===== src/rtl/delay_arb_pkg.sv =====
// Shared definitions for the delay arbiter: FSM state encoding and
// default channel count / delay-limit width.
package delay_arb_pkg;

    localparam int DEF_NREQ = 4;
    localparam int DEF_W    = 8;

    typedef enum logic [1:0] {
        IDLE = 2'd0,
        LOAD = 2'd1,
        RUN  = 2'd2,
        DONE = 2'd3
    } arb_state_e;

endpackage


===== src/rtl/delay_timer.sv =====
// Shared down-counter for the delay arbiter.
// Ports: CLK, RST (sync, active-high), load/value (preset), zero_next
// (high while the count is 1, i.e. the current cycle is the last one).
module delay_timer #(
    parameter int W = 8
) (
    input  logic         CLK,
    input  logic         RST,
    input  logic         load,
    input  logic [W-1:0] value,
    output logic         zero_next
);

    logic [W-1:0] cnt_q, cnt_d;

    always_comb begin
        cnt_d = cnt_q;
        if (load) begin
            cnt_d = value;
        end else if (cnt_q != '0) begin
            cnt_d = cnt_q - W'(1);
        end
    end

    always_ff @(posedge CLK) begin
        if (RST) begin
            cnt_q <= '0;
        end else begin
            cnt_q <= cnt_d;
        end
    end

    assign zero_next = (cnt_q == W'(1));

endmodule


===== src/rtl/delay_arbiter.sv =====
// Round-robin arbiter sharing one delay timer among NREQ channels.
// Ports: CLK, RST (sync, active-high), req[NREQ], limit[NREQ*W],
// done[NREQ] (one-cycle end pulse), busy, grant_id; optional abort
// input when DELAY_ARB_ABORT_EN is defined.
module delay_arbiter
    import delay_arb_pkg::*;
#(
    parameter int NREQ = DEF_NREQ,
    parameter int W    = DEF_W
) (
    input  logic                     CLK,
    input  logic                     RST,
    input  logic [NREQ-1:0]          req,
    input  logic [NREQ*W-1:0]        limit,
`ifdef DELAY_ARB_ABORT_EN
    input  logic                     abort,
`endif
    output logic [NREQ-1:0]          done,
    output logic                     busy,
    output logic [$clog2(NREQ)-1:0]  grant_id
);

    localparam int IW = $clog2(NREQ);

    arb_state_e      state_q, state_d;
    logic [NREQ-1:0] pend_q, pend_d;
    logic [W-1:0]    lim_q [NREQ];
    logic [W-1:0]    lim_d [NREQ];
    logic [IW-1:0]   grant_q, grant_d;
    logic [IW-1:0]   last_q, last_d;

    logic [IW-1:0]   pick;
    logic [IW-1:0]   idx;
    logic            any_pend;
    logic [NREQ-1:0] clr;
    logic            abort_i;
    logic            tmr_load;
    logic            tmr_zero_next;
    logic [W-1:0]    cur_lim;
    logic [W-1:0]    tmr_value;

`ifdef DELAY_ARB_ABORT_EN
    assign abort_i = abort;
`else
    assign abort_i = 1'b0;
`endif

    // Round-robin pick: scan downward so the closest channel after
    // last_q is the final (winning) assignment.
    always_comb begin
        pick     = last_q;
        idx      = '0;
        any_pend = 1'b0;
        for (int k = NREQ; k >= 1; k--) begin
            idx = IW'((int'(last_q) + k) % NREQ);
            if (pend_q[idx]) begin
                pick     = idx;
                any_pend = 1'b1;
            end
        end
    end

    // A limit of 0 runs as 1 so RUN always lasts at least one cycle.
    assign cur_lim   = lim_q[grant_q];
    assign tmr_value = (cur_lim == '0) ? W'(1) : cur_lim;

    always_comb begin
        state_d  = state_q;
        pend_d   = pend_q;
        lim_d    = lim_q;
        grant_d  = grant_q;
        last_d   = last_q;
        tmr_load = 1'b0;
        clr      = '0;

        unique case (state_q)
            IDLE: begin
                if (any_pend) begin
                    grant_d = pick;
                    state_d = LOAD;
                end
            end
            LOAD: begin
                clr[grant_q] = 1'b1;
                if (abort_i) begin
                    last_d  = grant_q;
                    state_d = IDLE;
                end else begin
                    tmr_load = 1'b1;
                    state_d  = RUN;
                end
            end
            RUN: begin
                if (abort_i) begin
                    last_d  = grant_q;
                    state_d = IDLE;
                end else if (tmr_zero_next) begin
                    state_d = DONE;
                end
            end
            DONE: begin
                last_d  = grant_q;
                state_d = IDLE;
            end
            default: state_d = IDLE;
        endcase

        // A new request for the channel being cleared in LOAD wins over
        // the clear and captures a fresh limit; the timer still loads
        // from the registered (old) limit.
        for (int i = 0; i < NREQ; i++) begin
            if (req[i] && (!pend_q[i] || clr[i])) begin
                pend_d[i] = 1'b1;
                lim_d[i]  = limit[i*W +: W];
            end else if (clr[i]) begin
                pend_d[i] = 1'b0;
            end
        end
    end

    always_ff @(posedge CLK) begin
        if (RST) begin
            state_q <= IDLE;
            pend_q  <= '0;
            grant_q <= '0;
            last_q  <= IW'(NREQ - 1);
            for (int i = 0; i < NREQ; i++) begin
                lim_q[i] <= '0;
            end
        end else begin
            state_q <= state_d;
            pend_q  <= pend_d;
            grant_q <= grant_d;
            last_q  <= last_d;
            lim_q   <= lim_d;
        end
    end

    delay_timer #(
        .W (W)
    ) u_timer (
        .CLK       (CLK),
        .RST       (RST),
        .load      (tmr_load),
        .value     (tmr_value),
        .zero_next (tmr_zero_next)
    );

    // Outputs are masked by RST so a reset in DONE emits no pulse.
    always_comb begin
        done = '0;
        if (!RST && (state_q == DONE)) begin
            done[grant_q] = 1'b1;
        end
    end

    assign busy     = !RST && (state_q != IDLE);
    assign grant_id = RST ? '0 : grant_q;

endmodule


===== config.mk =====
export PLATFORM = sky130hd
export DESIGN_NAME = delay_arbiter
export DESIGN_NICKNAME = d
export VERILOG_FILES = /design/src/rtl/delay_arb_pkg.sv /design/src/rtl/delay_timer.sv /design/src/rtl/delay_arbiter.sv
export SDC_FILE = /design/constraint.sdc
export NUM_CORES = 1
export LEC_CHECK = 0
export CAP_MARGIN = 20
export CORE_MARGIN = 1
export CORE_UTILIZATION = 45
export CTS_CLUSTER_DIAMETER = 80
export CTS_CLUSTER_SIZE = 24
export DETAILED_ROUTE_END_ITERATION = 10
export PLACE_DENSITY = 0.7
export SYNTH_ARGS = -nofsm -noshare
export SYNTH_HDL_FRONTEND = slang
export SYNTH_SLANG_ARGS = --single-unit

===== constraint.sdc =====
create_clock -name CLK -period 3.7 [get_ports CLK]
set_clock_uncertainty 0.2 [all_clocks]
set_input_delay 0.925 -clock CLK [delete_from_list [all_inputs] [get_ports CLK]]
set_output_delay 0.925 -clock CLK [all_outputs]
set_load 0.005 [all_outputs]

# After elaboration in Yosys (flattened, before gate mapping)
# Cells that the tools add are included.
[word_totals]
reg_bits = 50
input_bits = 38
out_inout_bits = 7
elab_cells = 97
[op_classes]
addsub = 5
magnitude_cmp = 7
eq_ne = 6
mux = 39
bitwise_logic = 1
n_reduce_logical = 27
[ops]
columns = ["op", "count"]
rows = [
  ["$mux W8", 5],
  ["$mux W1", 18],
  ["$bmux W8 S2", 1],
  ["$lt A2 B3 Y1 const B", 5],
  ["$mux W2", 7],
  ["$reduce_bool A2 Y1", 6],
  ["$bmux W1 S2", 4],
  ["$eq A8 B1 Y1 const B", 1],
  ["$logic_not A8 Y1", 1],
  ["$mux W4", 2],
  ["$pmux W2 S4", 1],
  ["$reduce_bool A8 Y1", 1],
  ["$sub A8 B1 Y8 const B", 1],
  ["$logic_and A1 B1 Y1", 7],
  ["$logic_not A1 Y1", 5],
  ["$add A2 B1 Y2 const B", 2],
  ["$add A2 B2 Y2 const B", 2],
  ["$eq A2 B2 Y1 const B", 2],
  ["$logic_or A1 B1 Y1", 4],
  ["$ne A2 B2 Y1 const B", 2],
  ["$reduce_and A2 Y1", 2],
  ["$ge A3 B3 Y1 const B", 1],
  ["$not A2 Y3", 1],
  ["$demux W1 S2", 1],
  ["other kinds (3)", 3],
]

# Depth between registers and ports, before layout
[depth]
word_depth = 9
ltp_mapped = 7
depth_no_buf = 6

# Cells and area by module
# From an unflattened synthesis, not the netlist that was laid out.
[hier_totals]
cells_unflattened = 241
area_unflattened_um2 = 2444.8
[by_module_without_submodules]
columns = ["mod", "instances", "cells_each", "area_each_um2", "seq_area_each_um2"]
rows = [
  ["delay_arbiter", 1, 188, 1936.9, 840.8],
  ["delay_timer", 1, 53, 508.0, 160.2],
]

# Worst setup path after synthesis
# OpenSTA, ideal clock, no wires.
[synth_timing]
kind = "input port to output port"
from = "in RST"
to = "out busy"
t_arrival_ps = 1566
required_ps = 2575
path_slack_ps = 1009
cell_stages = 3
n_path_buf = 2
path_cell_list = "clkbuf_1 clkbuf_1 nor2_1"
[synth_via]
elab_chain_len = 2
[synth_lines]
columns = ["item", "line", "text"]
rows = [
  ["start, declared", "delay_arbiter.sv:12", "input logic RST,"],
  ["$logic_not A1 Y1", "delay_arbiter.sv:157", "assign busy = !RST && (state_q != IDLE);"],
  ["$logic_and A1 B1 Y1", "delay_arbiter.sv:157", ""],
  ["end, declared", "delay_arbiter.sv:19", "output logic busy,"],
]
# Every way passes these cells.

# Final worst setup path
[layout_timing]
from = "in RST"
to = "out done[2]"
[layout_via]
elab_chain_len = 3
[layout_lines]
columns = ["item", "line", "text"]
rows = [
  ["$logic_not A1 Y1", "delay_arbiter.sv:152", "if (!RST && (state_q == DONE)) begin"],
  ["$logic_and A1 B1 Y1", "delay_arbiter.sv:152", ""],
  ["$mux W4", "delay_arbiter.sv:152", ""],
  ["end, declared", "delay_arbiter.sv:18", "output logic [NREQ-1:0] done,"],
]
# Every way passes these cells.

==> out/summary.txt <==
Residual DRC = 0
TritonCTS clock tree = yes
# diodes = 0
sequential share of power = 42.0%
post-layout util = 58.7%
Top FF cell, synth = dfxtp_1
CTS hold repair buffers = 0
Distinct cells, synth = 41
Worst Path Required = 2570 ps
Num CTS Buffers = 5
hpwl dp = 3570 microns
fmax = 0.297 GHz
cell family with most CP delay = buffers and inverters
first-pass GRT wire length = 8240 microns
TritonCTS Sinks = 50
Clock Path Buffers = 2
Crit path largest cell delay = 510 ps
top cell type's share of synthesized area = 41.7%
gpl congestion = 0.758
Final min period = 3370 ps
largest net degree at the start of global routing = 23
Post-DRT Antenna Nets = 0
period utilization = 91.1%
yosys warns = 0
combinational power share = 38.9%
Int Pwr = 1.12 mW
post-synth top area cell = dfxtp_1
initial DRC count = 119
die area = 5630 sq um
Worst VDD drop = 0.000276 V
GR Overflow Total = 0
Vias/cell = 5.18
total power = 1.71 mW
Die H = 75.0 microns
Post-Route WL = 4900 microns
number of I/O pins = 45
Synthesized Nets = 288
final hold violations = 0
drt first pass iters = 4
Power Dens Cells = 571 nW/um^2
Seq/Total Area, Yosys = 41.7%
most used cell, CP = clkdlybuf4s50_1
leading cell types by count after synthesis = dfxtp_1 (50), nor2_1 (46), mux2i_1 (35)
RSZ-0062 raised after global routing = false
overall routing resource usage = 19.6%
port bufs = 44
post_cts resized = 0
Clock H-tree levels = 2
synthesized flop and latch total = 50
Slew @ Worst Pin = 658 ps
vias in the first global route = 1717
Crit-path slowest cell = clkdlybuf4s50_1
crit path launch type = input pin
Syn Area/Cell = 9.84 sq um
switching portion of total power = 34.6%
Synth area leaders = dfxtp_1 (42%), mux2i_1 (15%), nor2_1 (7.2%)
Layout Nets = 332
WP data arrival = 2250 ps
chip width = 75.0 microns
ys async rst share = 0%
worst path cell trace = clkdlybuf4s50_1 -> inv_1 -> nand2_1 -> nor2_1 -> clkdlybuf4s50_1
Syn-to-layout area delta = 24.9%
initial core utilization = 47.0%
post-CTS repair timing setup buffer count = 0
routed vias = 1859
Worst Hold Class = reg -> reg
Rows = 26
TNS Setup = 0 ps
class of the most critical setup path = in -> out
Slew Limit Fails = 0
core area = 5110 sq um
Final setup viols = 0
post-DR wirelength/cell = 13.7 microns
CTS root buffer = clkbuf_8
FILL cells = 473
worst skew pair latency = 300 ps
NetSw = 593 uW
status = completed
Clock transition at path regs = 80 ps
Multi-input gate area = 1280 sq um
initial antenna violation count = 0
Fin Hold WS = 295 ps
register area = 1000 sq um
Max Cap Violations = 0
EDFF count, synth = 0
Buf/Inv on CP = 3
Mapped Cells = 244
CP endpoint kind = output port
leakage power = 1.29 nW
Critical Path Fanout Max = 6
Clock Power Share = 19.2%
Netlist Area Pre-Place = 2400 sq um
most frequent cell after synthesis = dfxtp_1
share of cells above drive strength 1 = 7.96%
Rel. slew slack = 56.1%
## flip-flops by register name, summed over array words and instances (netlist names)
name,cells
lim_q,32
u_timer.cnt_q,8
pend_q,4
grant_q,2
last_q,2
state_q,2
## cells by family (layout without fill, tap and decap cells)
group	after synthesis	count (layout)	share of synthesized area, %
simple gates	83	83	15.9
xor+xnor	4	4	1.46
compound gates	33	33	10.4
mux	43	43	22.6
buf+inv	25	70	4.85
flops	50	50	41.7
fa+ha+maj	6	6	3.13
## metal layers
| layer | global-route usage, % | vias to the layer above | routed length, microns |
|---|---|---|---|
| met1 | 27.8 | 872 | 2500 |
| met5 | 0 | - | 0 |
| met4 | 3.77 | 0 | 11 |
| li1 | - | 942 | - |
| met3 | 4.02 | 2 | 186 |
| met2 | 31.0 | 43 | 2200 |
## per-stage QoR
step / setup slack [ps] / std cells / cell area (sq um)
after floorplan: 1010 / 244 / 2400
after global placement: 365 / 351 / 2910
after detailed placement: 326 / 351 / 2910
after CTS: 320 / 359 / 3000
after global routing: 247 / 359 / 3000
final: 329 / 359 / 3000
## power groups by stage
stage	Sequential (mW)	Combinational [mW]	Clock, mW
6_report	0.718	0.665	0.328
5_1_grt	0.732	0.741	0.357
4_1_cts	0.719	0.665	0.339
3_5_place_dp	0.731	0.659	0
3_3_place_gp	0.729	0.652	0
2_1_floorplan	0.688	0.536	0
## path summary, 6_finish.rpt
| check | startpoint | endpoint | slack, ps | cells past startpoint |
|---|---|---|---|---|
| hold / removal | lim_q[1] | lim_q[1] | 290 | 2 |
| setup reg to reg | grant_q[1] | u_timer.cnt_q[0] | 1500 | 5 |
| setup / recovery | RST | done[2] | 330 | 5 |
| hold reg to reg | lim_q[1] | lim_q[1] | 290 | 2 |
## tightest hold or removal path: stages (launching register included)
cell     delay, ps
dfxtp_1        330
mux2i_1         60
nor2_1          70
## layout make-up
type / instances / area share, %
clock buffer: 7 / 2.88
inverter: 11 / 1.38
multi-input combinational: 169 / 42.8
sequential: 50 / 33.4
tap: 70 / 2.92
clock inverter: 1 / 0.167
timing repair buffer: 51 / 16.5
## cells in the final DEF, fill, tap and decap left out, types with 2 or more instances in the layout
master,n
inv_1,11
clkbuf_8,6
o211a_1,5
buf_4,7
a21boi_1,2
nand2b_1,4
a31oi_1,2
o211ai_1,3
nor2_1,46
mux2i_1,35
nor3_1,6
nor3b_1,2
xnor2_1,3
ha_1,6
a211oi_1,2
nand3_1,2
nand3b_1,2
clkdlybuf4s50_1,44
a21oi_1,8
mux4_2,5
mux4_1,3
nor2b_1,3
nand2_1,11
dfxtp_1,50
o21a_1,2
Power figures use the tool's default switching activity.
